===== src/rtl/proc_ctrl_pkg.sv =====
// Shared types for the multicycle processor controller: FSM state encoding,
// decoder operation classes and a helper that classifies illegal op codes.
package proc_ctrl_pkg;

  localparam int OP_CLASS_W = 3;

  typedef enum logic [2:0] {
    ST_IDLE      = 3'd0,
    ST_FETCH     = 3'd1,
    ST_DECODE    = 3'd2,
    ST_EXECUTE   = 3'd3,
    ST_MEMORY    = 3'd4,
    ST_WRITEBACK = 3'd5,
    ST_HALT      = 3'd6
  } ctrl_state_t;

  typedef enum logic [OP_CLASS_W-1:0] {
    OP_ALU    = 3'd0,
    OP_LOAD   = 3'd1,
    OP_STORE  = 3'd2,
    OP_BRANCH = 3'd3,
    OP_HALT   = 3'd4
  } op_class_t;

  // Codes above HALT have no defined meaning and stop the core with an error.
  function automatic logic is_illegal_op(input logic [OP_CLASS_W-1:0] op);
    return (op > 3'd4);
  endfunction

endpackage


===== src/rtl/multicycle_ctrl_wait_timer.sv =====
// Memory-response wait timer. Counts cycles spent waiting in a request state;
// 'expired' flags the MEM_WAIT_MAX-th waiting cycle so the controller can give up
// unless a response arrives in that same cycle.
module wait_timer #(
  parameter int MEM_WAIT_MAX = 15
) (
  input  logic clk,
  input  logic reset,
  input  logic clear,
  input  logic enable,
  output logic expired
);

  localparam int W = $clog2(MEM_WAIT_MAX + 1);
  localparam logic [W-1:0] LAST = W'(MEM_WAIT_MAX - 1);

  logic [W-1:0] cnt_r;

  // Cycle counter: cleared on every state change, saturates on the final cycle.
  always_ff @(posedge clk or negedge reset) begin
    if (!reset) begin
      cnt_r <= '0;
    end else if (clear) begin
      cnt_r <= '0;
    end else if (enable && (cnt_r != LAST)) begin
      cnt_r <= cnt_r + W'(1);
    end else begin
      cnt_r <= cnt_r;
    end
  end

  assign expired = enable && (cnt_r == LAST);

endmodule


===== src/rtl/multicycle_ctrl.sv =====
// Sequencing controller for the non-pipelined core: FETCH, DECODE, EXECUTE,
// MEMORY, WRITEBACK with memory handshakes, response timeouts and a sticky error.
// Optional performance counters are built when MULTICYCLE_PERF_CNT_EN is defined.
module multicycle_ctrl
  import proc_ctrl_pkg::*;
#(
  parameter int MEM_WAIT_MAX = 15
`ifdef MULTICYCLE_PERF_CNT_EN
  ,
  parameter int CNT_W = 32
`endif
) (
  input  logic                  clk,
  input  logic                  reset,
  input  logic                  start,
  output logic                  imem_req,
  input  logic                  imem_rvalid,
  output logic                  ir_en,
  input  logic [OP_CLASS_W-1:0] op_class,
  input  logic                  branch_taken,
  output logic                  alu_en,
  output logic                  dmem_req,
  output logic                  dmem_we,
  input  logic                  dmem_ack,
  output logic                  rf_we,
  output logic                  pc_inc,
  output logic                  pc_load,
  output logic                  busy,
  output logic                  halted,
  output logic                  err
`ifdef MULTICYCLE_PERF_CNT_EN
  ,
  output logic [CNT_W-1:0]      cycle_cnt,
  output logic [CNT_W-1:0]      instr_cnt
`endif
);

  ctrl_state_t state_r, state_next_s;
  op_class_t   op_q_r;
  logic        err_r;
  logic        set_err_s;
  logic        expired_s;
  logic        wait_clear_s;
  logic        wait_en_s;

  logic imem_req_s, ir_en_s, alu_en_s, dmem_req_s, dmem_we_s;
  logic rf_we_s, pc_inc_s, pc_load_s, busy_s, halted_s;

  // Wait timer runs only in the two request states and restarts on any transition.
  assign wait_en_s    = (state_r == ST_FETCH) || (state_r == ST_MEMORY);
  assign wait_clear_s = (state_next_s != state_r);

  wait_timer #(
    .MEM_WAIT_MAX(MEM_WAIT_MAX)
  ) u_wait_timer (
    .clk    (clk),
    .reset  (reset),
    .clear  (wait_clear_s),
    .enable (wait_en_s),
    .expired(expired_s)
  );

  // State register.
  always_ff @(posedge clk or negedge reset) begin
    if (!reset) begin
      state_r <= ST_IDLE;
    end else begin
      state_r <= state_next_s;
    end
  end

  // Capture the decoder class once in DECODE; later states see only this copy.
  always_ff @(posedge clk or negedge reset) begin
    if (!reset) begin
      op_q_r <= OP_ALU;
    end else if (state_r == ST_DECODE) begin
      op_q_r <= op_class_t'(op_class);
    end else begin
      op_q_r <= op_q_r;
    end
  end

  // Sticky error flag: only a reset clears it.
  always_ff @(posedge clk or negedge reset) begin
    if (!reset) begin
      err_r <= 1'b0;
    end else begin
      err_r <= err_r | set_err_s;
    end
  end

  // Next-state and output decode; ir_en and the retire pulses may follow inputs.
  always_comb begin
    state_next_s = state_r;
    set_err_s    = 1'b0;
    imem_req_s   = 1'b0;
    ir_en_s      = 1'b0;
    alu_en_s     = 1'b0;
    dmem_req_s   = 1'b0;
    dmem_we_s    = 1'b0;
    rf_we_s      = 1'b0;
    pc_inc_s     = 1'b0;
    pc_load_s    = 1'b0;
    busy_s       = 1'b0;
    halted_s     = 1'b0;
    case (state_r)
      ST_IDLE: begin
        if (start) begin
          state_next_s = ST_FETCH;
        end else begin
          state_next_s = ST_IDLE;
        end
      end
      ST_FETCH: begin
        busy_s     = 1'b1;
        imem_req_s = 1'b1;
        if (imem_rvalid) begin
          ir_en_s      = 1'b1;
          state_next_s = ST_DECODE;
        end else if (expired_s) begin
          set_err_s    = 1'b1;
          state_next_s = ST_HALT;
        end else begin
          state_next_s = ST_FETCH;
        end
      end
      ST_DECODE: begin
        busy_s = 1'b1;
        if (op_class == OP_HALT) begin
          state_next_s = ST_HALT;
        end else if (is_illegal_op(op_class)) begin
          set_err_s    = 1'b1;
          state_next_s = ST_HALT;
        end else begin
          state_next_s = ST_EXECUTE;
        end
      end
      ST_EXECUTE: begin
        busy_s   = 1'b1;
        alu_en_s = 1'b1;
        case (op_q_r)
          OP_ALU:            state_next_s = ST_WRITEBACK;
          OP_LOAD, OP_STORE: state_next_s = ST_MEMORY;
          OP_BRANCH: begin
            pc_load_s    = branch_taken;
            pc_inc_s     = !branch_taken;
            state_next_s = ST_FETCH;
          end
          default: begin
            set_err_s    = 1'b1;
            state_next_s = ST_HALT;
          end
        endcase
      end
      ST_MEMORY: begin
        busy_s     = 1'b1;
        dmem_req_s = 1'b1;
        dmem_we_s  = (op_q_r == OP_STORE);
        if (dmem_ack) begin
          if (op_q_r == OP_STORE) begin
            pc_inc_s     = 1'b1;
            state_next_s = ST_FETCH;
          end else begin
            state_next_s = ST_WRITEBACK;
          end
        end else if (expired_s) begin
          set_err_s    = 1'b1;
          state_next_s = ST_HALT;
        end else begin
          state_next_s = ST_MEMORY;
        end
      end
      ST_WRITEBACK: begin
        busy_s       = 1'b1;
        rf_we_s      = 1'b1;
        pc_inc_s     = 1'b1;
        state_next_s = ST_FETCH;
      end
      ST_HALT: begin
        halted_s     = 1'b1;
        state_next_s = ST_HALT;
      end
      default: begin
        state_next_s = ST_IDLE;
      end
    endcase
  end

  assign imem_req = imem_req_s;
  assign ir_en    = ir_en_s;
  assign alu_en   = alu_en_s;
  assign dmem_req = dmem_req_s;
  assign dmem_we  = dmem_we_s;
  assign rf_we    = rf_we_s;
  assign pc_inc   = pc_inc_s;
  assign pc_load  = pc_load_s;
  assign busy     = busy_s;
  assign halted   = halted_s;
  assign err      = err_r;

`ifdef MULTICYCLE_PERF_CNT_EN
  logic [CNT_W-1:0] cycle_cnt_r;
  logic [CNT_W-1:0] instr_cnt_r;

  // Busy-cycle and retired-instruction counters; both stop once halted.
  always_ff @(posedge clk or negedge reset) begin
    if (!reset) begin
      cycle_cnt_r <= '0;
      instr_cnt_r <= '0;
    end else begin
      if (busy_s) begin
        cycle_cnt_r <= cycle_cnt_r + CNT_W'(1);
      end else begin
        cycle_cnt_r <= cycle_cnt_r;
      end
      if (pc_inc_s || pc_load_s) begin
        instr_cnt_r <= instr_cnt_r + CNT_W'(1);
      end else begin
        instr_cnt_r <= instr_cnt_r;
      end
    end
  end

  assign cycle_cnt = cycle_cnt_r;
  assign instr_cnt = instr_cnt_r;
`endif

endmodule

===== config.mk =====
export PLATFORM = sky130hd
export DESIGN_NAME = multicycle_ctrl
export DESIGN_NICKNAME = d
export VERILOG_FILES = /design/src/rtl/proc_ctrl_pkg.sv /design/src/rtl/multicycle_ctrl_wait_timer.sv /design/src/rtl/multicycle_ctrl.sv
export SDC_FILE = /design/constraint.sdc
export NUM_CORES = 1
export LEC_CHECK = 0
export CORE_ASPECT_RATIO = 0.5
export CORE_MARGIN = 2
export CORE_UTILIZATION = 25
export CTS_BUF_LIST = sky130_fd_sc_hd__clkbuf_8 sky130_fd_sc_hd__clkbuf_16
export DETAILED_ROUTE_END_ITERATION = 6
export PLACE_DENSITY = 0.56
export SLEW_MARGIN = 20
export SYNTH_ARGS = -nofsm -noshare
export SYNTH_HDL_FRONTEND = slang
export SYNTH_SLANG_ARGS = --single-unit

===== constraint.sdc =====
create_clock -name clk -period 5.8 [get_ports clk]
set_clock_uncertainty 0.05 [all_clocks]
set_input_delay 1.45 -clock clk [delete_from_list [all_inputs] [get_ports clk]]
set_output_delay 1.45 -clock clk [all_outputs]
set_load 0.01 [all_outputs]

==> impl_metrics.tcl, run 1 <==
set metrics [dict create \
    outcome "finished, final reports clean" \
    io_pins 20 \
    seqPwrFrac 0.319 \
    synth.largest_area_cell "dfrtp_1" \
    critPathKind "primary input to output pin" \
    cts.hold.buffers_added 0 \
    power.ir.vdd_worst_mv 0.0935 \
    clock_tree.buffer_depth 2 \
    maxCapViolCount 0 \
    crit-reg2reg-capture "u_wait_timer.cnt_r[1]" \
    postSynthRegisterBits 11 \
    worstReg2RegStart "state_r[2]" \
    initialDrtViolationCount 73 \
    placement_rows 14 \
    fin_crit_sh 0.766 \
    cts-htree-levels 1 \
    power.switching_fraction 0.416 \
    floorplan.initialDensity 0.262 \
    synth_edf_count 0 \
    worstSetupEndpointType "output pin" \
    cp_data_arrival_time_ns 2.95 \
    fp.dieH_um 43.8 \
    hold_viol 0 \
    post-route-drc-count 0 \
    post_drt_wl_per_cell_um 12.7 \
    worstHoldStart "err" \
    reg2regPathDepth 5 \
    clock.fmax_mhz 225 \
    clock_power_share 0.164 \
    postSynth.asyncResetShare 1.00 \
    global_route.usage.total 0.109 \
    hold_class "register to register" \
    placeableCoreArea_um2 3010 \
    reg2reg_slack_ns 3.62 \
    number_of_antenna_violating_nets_in_the_routed_design 0 \
    share_comb_of_total_power 0.517 \
    antenna_violations_before_repair 0 \
    grt_setup_unrepaired "false" \
    finalSetupTns_ns 0 \
    fraction_of_layout_instances_using_a_drive_strength_above_1 0.107 \
    synth-warning-count 0 \
    p_switching_mw 0.200 \
    most_used_standard_cell_by_instance_count_after_synthesis "dfrtp_1" \
    postSynthNetCount 96 \
    finalSetupViolCount 0 \
    syn-cell-area_um2 791 \
    post-dp-hpwl_um 1360 \
    yosys-top-cells-count "dfrtp_1 (11), nand2_1 (6), a211oi_1 (4), inv_1 (4)" \
    headroom_to_the_max_slew_limit 0.620 \
    syn-instance-count 85 \
    seq_area_frac_synth 0.348 \
    required_time_of_the_critical_path_ns 4.30 \
    insertion_delay_ns 0.24 \
    die_area_um2 3660 \
    num_antenna_cells 0 \
    layout.area.seq_um2 275 \
    route.detailed.vias_per_inst 4.85 \
    postCtsResizedCells 0 \
    layout.nets 115 \
    io_buffers 19 \
    setup.worst_path.start_class "primary input" \
    final.fill_count 316 \
    power_mw 0.481 \
    synth-main-ff-cell "dfrtp_1" \
    global_route.overflow_total 0 \
    synth.distinct_cells 38 \
    tritoncts_num_sinks 11 \
    final.min_clock_period_ns 4.45 \
    cts_tree "yes" \
    synth_top_area_frac 0.348 \
    clkTransAtPathRegs_ns 0.05 \
    number_of_buffers_inserted_by_post_cts_setup_repair 0 \
    flow.area_growth_from_synthesis_pct 33.4 \
    detail_route.first_pass.iterations 4 \
    power_leakage_nw 0.422 \
    drv_slew 0 \
    vias_in_the_first_global_route 688 \
    grt_start_max_net_pins 16 \
    die_w_um 83.5 \
    p_int_mw 0.281 \
    multi_input_area_um2 478 \
    synthesis.area_per_instance_um2 9.30 \
    vias 694 \
    crit_fanout 3 \
    cts_buffers 3 \
    hold_end "err" \
    wirelength_um 1820 \
    synth.top_cells.by_area "dfrtp_1 (35%), mux2_2 (4.3%), a211oi_1 (3.8%)" \
    power.density_cell_area_nw_per_um2 456 \
    cts.root.buffer_cell "clkbuf_8" \
    cells_on_worst_hold_path 1 \
    place.gp.congestion 0.731 \
    wire_length_of_the_first_global_routing_pass_um 3170 \
    transition_time_of_the_tightest_slew_check_pin_ns 0.566 \
]
## metrics by stage
step / hold slack, ns / utilization / worst slack (ns) / std cells / cell area (um^2)
detailed placement: 0.414 / 0.335 / 1.36 / 139 / 1010
finish: 0.427 / 0.350 / 1.35 / 143 / 1050
floorplan: 0.462 / - / 2.40 / 85 / 791
global placement: 0.434 / 0.335 / 1.39 / 139 / 1010
CTS: 0.432 / 0.350 / 1.36 / 143 / 1050
global route: 0.454 / 0.350 / 1.26 / 143 / 1050
## layout by cell type, fill, tap and decap left out, types with 3 or more instances in the layout
| cell | netlist | layout |
|---|---|---|
| nor2b_1 | 3 | 3 |
| nor3_1 | 3 | 3 |
| clkbuf_8 | 0 | 3 |
| a211oi_1 | 4 | 4 |
| mux2_2 | 3 | 3 |
| nor2_1 | 3 | 3 |
| inv_1 | 4 | 4 |
| o21ai_0 | 3 | 3 |
| clkdlybuf4s50_1 | 0 | 19 |
| dfrtp_1 | 11 | 11 |
| nand2_1 | 6 | 6 |
| nor3b_1 | 3 | 3 |
| xor2_1 | 3 | 3 |
## state kept, by name, summed over array words and instances (netlist names)
| name | count |
|---|---|
| u_wait_timer.cnt_r | 4 |
| state_r | 3 |
| op_q_r | 3 |
| err | 1 |
## power by group through the flow
stage | registers, mW | logic [mW] | clock network [mW]
after floorplan | 0.125 | 0.190 | 0
final | 0.153 | 0.248 | 0.0790
after detailed placement | 0.153 | 0.249 | 0
after global routing | 0.159 | 0.274 | 0.0869
after global placement | 0.155 | 0.250 | 0
after CTS | 0.152 | 0.249 | 0.0818
## worst max-delay path by stage
| stage | depth (start not counted) | slack (ns) | end | from |
|---|---|---|---|---|
| 2_1_floorplan | 3 | 2.40 | pc_inc | dmem_ack |
| 3_3_place_gp | 5 | 1.39 | pc_inc | dmem_ack |
| 3_5_place_dp | 5 | 1.36 | pc_inc | dmem_ack |
| 4_1_cts | 5 | 1.36 | pc_inc | dmem_ack |
| 5_1_grt | 5 | 1.26 | pc_inc | dmem_ack |
| 6_report | 5 | 1.35 | pc_inc | dmem_ack |
## per-layer routing
layer,routed length [um],GRT usage,up-vias
li1,-,-,347
met1,930,0.157,332
met2,809,0.165,13
met3,60,0.0229,2
met4,15,0.0387,0
met5,0,0,-
## kinds of logic after synthesis
kind of cell,count (synthesis),synth area share
fa+ha+maj,2,0.0316
buf+inv,9,0.0475
xor+xnor,5,0.0554
compound gates,18,0.179
flops,11,0.348
simple gates,35,0.271
mux,5,0.0680
## cell type report
class	count	share of cell area
Clock inverter	1	0.00474
Sequential cell	11	0.261
Clock buffer	3	0.0391
Timing Repair Buffer	19	0.180
Tap cell	40	0.0474
Multi-Input combinational cell	65	0.453
Inverter	4	0.0142
## critical path: stages
cell and delay (ns):
clkdlybuf4s50_1 0.51, nand4bb_1 0.14, a21bo_2 0.23, o21ai_0 0.06
clkdlybuf4s50_1 0.55
(Power assumes the default switching activity.)
==> run 2: changes to the inputs <==
- PLACE_DENSITY: 0.56 -> 0.58
- clock period: 5.8 -> 3.9 ns (I/O delays scaled with it)
==> impl_metrics.tcl, run 2 (synthesized netlist as in run 1, its figures left out) <==
set metrics [dict create \
    outcome "finished, final reports clean" \
    timing.critical_path.slowest_cell_delay_ns 0.56 \
    fp.dieH_um 43.8 \
    io_pins 20 \
    clkTransAtPathRegs_ns 0.05 \
    maxCapViolCount 0 \
    setup.worst_path.start_class "primary input" \
    fin_cells 143 \
    worst_hold_margin_ns 0.442 \
    insertion_delay_ns 0.24 \
    postCtsResizedCells 0 \
    cp_data_arrival_time_ns 2.47 \
    power.ir.vdd_worst_mv 0.160 \
    largest_register_ffs 4 \
    global_route.usage.total 0.103 \
    cts.root.buffer_cell "clkbuf_8" \
    cts-htree-levels 1 \
    final_core_util 0.350 \
    number_of_antenna_violating_nets_in_the_routed_design 0 \
    worstPathCellList "clkdlybuf4s50_1 -> nand4bb_1 -> a21bo_2 -> o21ai_0 -> clkdlybuf4s50_1" \
    drv_slew 0 \
    largest_register "u_wait_timer.cnt_r" \
    largest_registers "u_wait_timer.cnt_r: 4 flops, op_q_r: 3 flops, state_r: 3 flops" \
    clock_tree.buffer_depth 2 \
    detail_route.first_pass.iterations 4 \
    io_buffers 19 \
    die_area_um2 3660 \
    place_inst 139 \
    headroom_to_the_max_slew_limit 0.652 \
    most-common-layout-cells "clkdlybuf4s50_1 (19), dfrtp_1 (11), nand2_1 (6)" \
    cts_buffers 3 \
    grt_start_max_net_pins 16 \
    die_w_um 83.5 \
    floorplan.initialDensity 0.262 \
    cts_tree "yes" \
    cts.hold.buffers_added 0 \
    post-route-drc-count 0 \
    post-dp-hpwl_um 1380 \
    path_delay_family "buffers and inverters" \
    layout.nets 115 \
    vias_in_the_first_global_route 678 \
    vias 716 \
    clock.fmax_mhz 286 \
    number_of_buffers_inserted_by_post_cts_setup_repair 0 \
    initialDrtViolationCount 55 \
    route.detailed.vias_per_inst 5.01 \
    power_leakage_nw 0.422 \
    tritoncts_num_sinks 11 \
    fraction_of_layout_instances_using_a_drive_strength_above_1 0.107 \
    final.min_clock_period_ns 3.50 \
    antenna_violations_before_repair 0 \
    grt_setup_unrepaired "false" \
    crit_fanout 3 \
    mostFrequentLayoutCell "clkdlybuf4s50_1" \
    required_time_of_the_critical_path_ns 2.87 \
    wirelength_um 1740 \
    place.gp.congestion 0.787 \
    critPathKind "primary input to output pin" \
    placement_rows 14 \
    hold_viol 0 \
    transition_time_of_the_tightest_slew_check_pin_ns 0.518 \
    num_antenna_cells 0 \
    hold_class "register to register" \
    wire_length_of_the_first_global_routing_pass_um 2990 \
    global_route.overflow_total 0 \
    fin_crit_sh 0.896 \
    slowest_stage "clkdlybuf4s50_1" \
    worstSetupEndpointType "output pin" \
    crit_top_cell "clkdlybuf4s50_1" \
    power.density_cell_area_nw_per_um2 672 \
    flow.area_growth_from_synthesis_pct 33.4 \
    post_drt_wl_per_cell_um 12.1 \
    cp.buffers_inverters 2 \
    placeableCoreArea_um2 3010 \
    finalSetupViolCount 0 \
    finalSetupTns_ns 0 \
]
-- run 2: cell counts in the layout (fill, tap and decap cells not counted) --
Identical to the previous run, type by type.
-- run 2: metrics by stage --
stage / worst slack, ns / total power, mW / instance area [um^2]
6_report: 0.404 / 0.709 / 1050
5_1_grt: 0.313 / 0.761 / 1050
4_1_cts: 0.378 / 0.714 / 1050
3_5_place_dp: 0.384 / 0.595 / 1010
3_3_place_gp: 0.407 / 0.596 / 1010
2_1_floorplan: 1.44 / 0.469 / 791
-- run 2: worst reg2reg max path, cell delays in order (launching register included) --
cell and delay [ns]:
dfrtp_1 0.60, and3b_1 0.30, a222oi_1 0.48, a21o_1 0.20
o2111ai_2 0.18, a211oi_1 0.27
-- run 2: cell type report --
| cell class | count | area, um^2 |
|---|---|---|
| clock inverter | 1 | 5.00 |
| multi-input combinational | 65 | 478 |
| timing repair buffer | 19 | 190 |
| fill | 307 | 1960 |
| clock buffer | 3 | 41.3 |
| tap | 40 | 50.0 |
| inverter | 4 | 15.0 |
| sequential | 11 | 275 |
-- run 2: worst paths after layout --
check	from	endpoint	slack, ns	cells past startpoint
max	dmem_ack	pc_inc	0.40	5
min	err	err	0.44	1
max reg2reg	state_r[2]	u_wait_timer.cnt_r[1]	1.72	5
min reg2reg	err	err	0.44	1
max in group asynchronous	reset	u_wait_timer.cnt_r[3]	2.44	1
min in group asynchronous	reset	state_r[0]	1.02	1
-- run 2: power breakdown --
part	internal, mW	switching [mW]
clock	0.0704	0.0455
sequential	0.152	0.0756
combinational	0.196	0.170
total	0.417	0.292
-- run 2: per-layer routing --
metal  share of wire  GRT usage
met1            0.48      0.131
met3           0.053     0.0305
met5               0          0
met2            0.46      0.174
met4          0.0052     0.0290
==> run 3: changes to the inputs <==
- PLACE_DENSITY: 0.58 -> 0.57
- SYNTH_HIERARCHICAL: not set -> 1
==> impl_metrics.tcl, run 3 <==
set metrics [dict create \
    final_critical_path_setup_slack_ns 0.539 \
    maxCapViolCount 0 \
    final.min_clock_period_ns 3.36 \
    cells_on_worst_hold_path 2 \
    io_buffers 19 \
    seq_area_frac_synth 0.317 \
    cts.hold.buffers_added 0 \
    worstHoldStart "err" \
    cts-htree-levels 1 \
    synth.largest_area_cell "dfrtp_1" \
    place_inst 149 \
    final_core_util 0.334 \
    power_mw 0.775 \
    yosys-top-cells-count "dfrtp_1 (11), nor2_1 (9), a21oi_1 (7)" \
    drv_slew 0 \
    reg2reg_slack_ns 0.75 \
    postSynthNetCount 103 \
    route.detailed.vias_per_inst 4.86 \
    postSynth.asyncResetShare 1.00 \
    die_w_um 87.4 \
    fp.dieH_um 45.7 \
    required_time_of_the_critical_path_ns 2.87 \
    num_antenna_cells 0 \
    synth.distinct_cells 42 \
    slowest_stage "clkdlybuf4s50_1" \
    insertion_delay_ns 0.24 \
    worstSetupEndpointType "output pin" \
    post_drt_wl_per_cell_um 12.6 \
    synth_top_area_frac 0.317 \
    synth-main-ff-cell "dfrtp_1" \
    layout.nets 123 \
    synthesis.area_per_instance_um2 9.45 \
    wirelength_um 1920 \
    tritoncts_num_sinks 11 \
    crit_fanout 4 \
    dpl-instance-area_um2 1080 \
    transition_time_of_the_tightest_slew_check_pin_ns 0.590 \
    postCtsResizedCells 0 \
    worstReg2RegStart "state_r[1]" \
    synth_edf_count 0 \
    largest_registers "u_wait_timer/cnt_r: 4 flops, op_q_r: 3 flops, state_r: 3 flops" \
    postSynthRegisterBits 11 \
    largest_register "u_wait_timer/cnt_r" \
    crit_top_cell "clkdlybuf4s50_1" \
    worstPathCellList "clkdlybuf4s50_1 -> a21oi_1 -> o22ai_1 -> clkdlybuf4s50_1" \
    initialDrtViolationCount 40 \
    global_route.usage.total 0.101 \
    wire_length_of_the_first_global_routing_pass_um 3000 \
    syn-cell-area_um2 870 \
    synth-warning-count 6 \
    place.gp.congestion 0.754 \
    placeableCoreArea_um2 3380 \
    largest_register_ffs 4 \
    most_used_standard_cell_by_instance_count_after_synthesis "dfrtp_1" \
    power_leakage_nw 0.444 \
    clock_tree.buffer_depth 2 \
    hold_class "register to register" \
    cp_data_arrival_time_ns 2.34 \
    reg2regPathDepth 8 \
    grt_setup_unrepaired "false" \
    headroom_to_the_max_slew_limit 0.603 \
    hold_viol 0 \
    vias 743 \
    die_area_um2 3990 \
    fraction_of_layout_instances_using_a_drive_strength_above_1 0.180 \
    clock.fmax_mhz 298 \
    clkTransAtPathRegs_ns 0.05 \
    layout.cell_area.non_filler_um2 1130 \
    crit-reg2reg-capture "u_wait_timer/cnt_r[1]" \
    dpl_worst_slack_ns 0.544 \
    fin_cells 153 \
    most-common-layout-cells "clkdlybuf4s50_1 (19), dfrtp_1 (11), nor2_1 (9)" \
    number_of_antenna_violating_nets_in_the_routed_design 0 \
    global_route.overflow_total 0 \
    post-route-drc-count 0 \
    outcome "finished, final reports clean" \
    final.fill_count 352 \
    cts_buffers 3 \
    finalSetupViolCount 0 \
    syn-instance-count 92 \
    hold_end "err" \
    setup.worst_path.start_class "primary input" \
    synth.top_cells.by_area "dfrtp_1 (32%), mux2_2 (5.2%), a21oi_1 (4.0%)" \
    vias_in_the_first_global_route 652 \
    floorplan.initialDensity 0.257 \
    mostFrequentLayoutCell "clkdlybuf4s50_1" \
    timing.critical_path.slowest_cell_delay_ns 0.56 \
    cts.root.buffer_cell "clkbuf_8" \
    antenna_violations_before_repair 0 \
    flow.area_growth_from_synthesis_pct 29.8 \
    post-dp-hpwl_um 1440 \
    number_of_buffers_inserted_by_post_cts_setup_repair 0 \
    finalSetupTns_ns 0 \
    placement_rows 15 \
    cts_tree "yes" \
    critPathKind "primary input to output pin" \
    fin_crit_sh 0.862 \
    grt_start_max_net_pins 19 \
    detail_route.first_pass.iterations 4 \
    io_pins 20 \
    worst_hold_margin_ns 0.450 \
    power.ir.vdd_worst_mv 0.132 \
    power.density_cell_area_nw_per_um2 686 \
]
==> run 3: report_power, final <==
group	switching, mW	internal, mW
Combinational	0.191	0.227
Sequential	0.0868	0.154
Clock	0.0456	0.0704
Total	0.323	0.451
==> run 3: cell families (layout without fill, tap and decap cells) <==
logic type | count (synthesis) | in the layout | synth area share
AO/OA/AOI/OAI | 27 | 27 | 0.232
XOR/XNOR | 1 | 1 | 0.0101
adder cells (fa/ha/maj) | 2 | 2 | 0.0288
buffers and inverters | 11 | 30 | 0.0647
flip-flops | 11 | 11 | 0.317
multiplexers | 6 | 6 | 0.0863
AND/OR/NAND/NOR | 34 | 34 | 0.262
==> run 3: cell type report <==
type	instances	area, um^2	share of cell area
Clock buffer	3	41.3	0.0366
Clock inverter	1	5.00	0.00443
Inverter	7	26.3	0.0233
Multi-Input combinational cell	70	538	0.477
Sequential cell	11	275	0.244
Tap cell	42	52.6	0.0466
Timing Repair Buffer	19	190	0.169
==> run 3: metal layers <==
metal  vias up  part of all wire  global-route usage
met5         -                 0                   0
met2        19              0.47               0.158
met3         0             0.048              0.0326
met4         0                 0              0.0369
met1       351              0.48               0.132
li1        373                 -                   -
==> run 3: worst max path at each step <==
stage	cells after the start	end	start
floorplan	10	u_wait_timer/cnt_r[1]	state_r[1]
global placement	4	pc_inc	dmem_ack
detailed placement	4	pc_inc	dmem_ack
CTS	4	pc_inc	dmem_ack
global route	4	pc_inc	dmem_ack
finish	4	pc_inc	dmem_ack
==> run 3: worst max-delay path, delay by kind of cell <==
family          cells  cell delay [ns]
buf+inv             2             1.08
compound gates      2             0.28
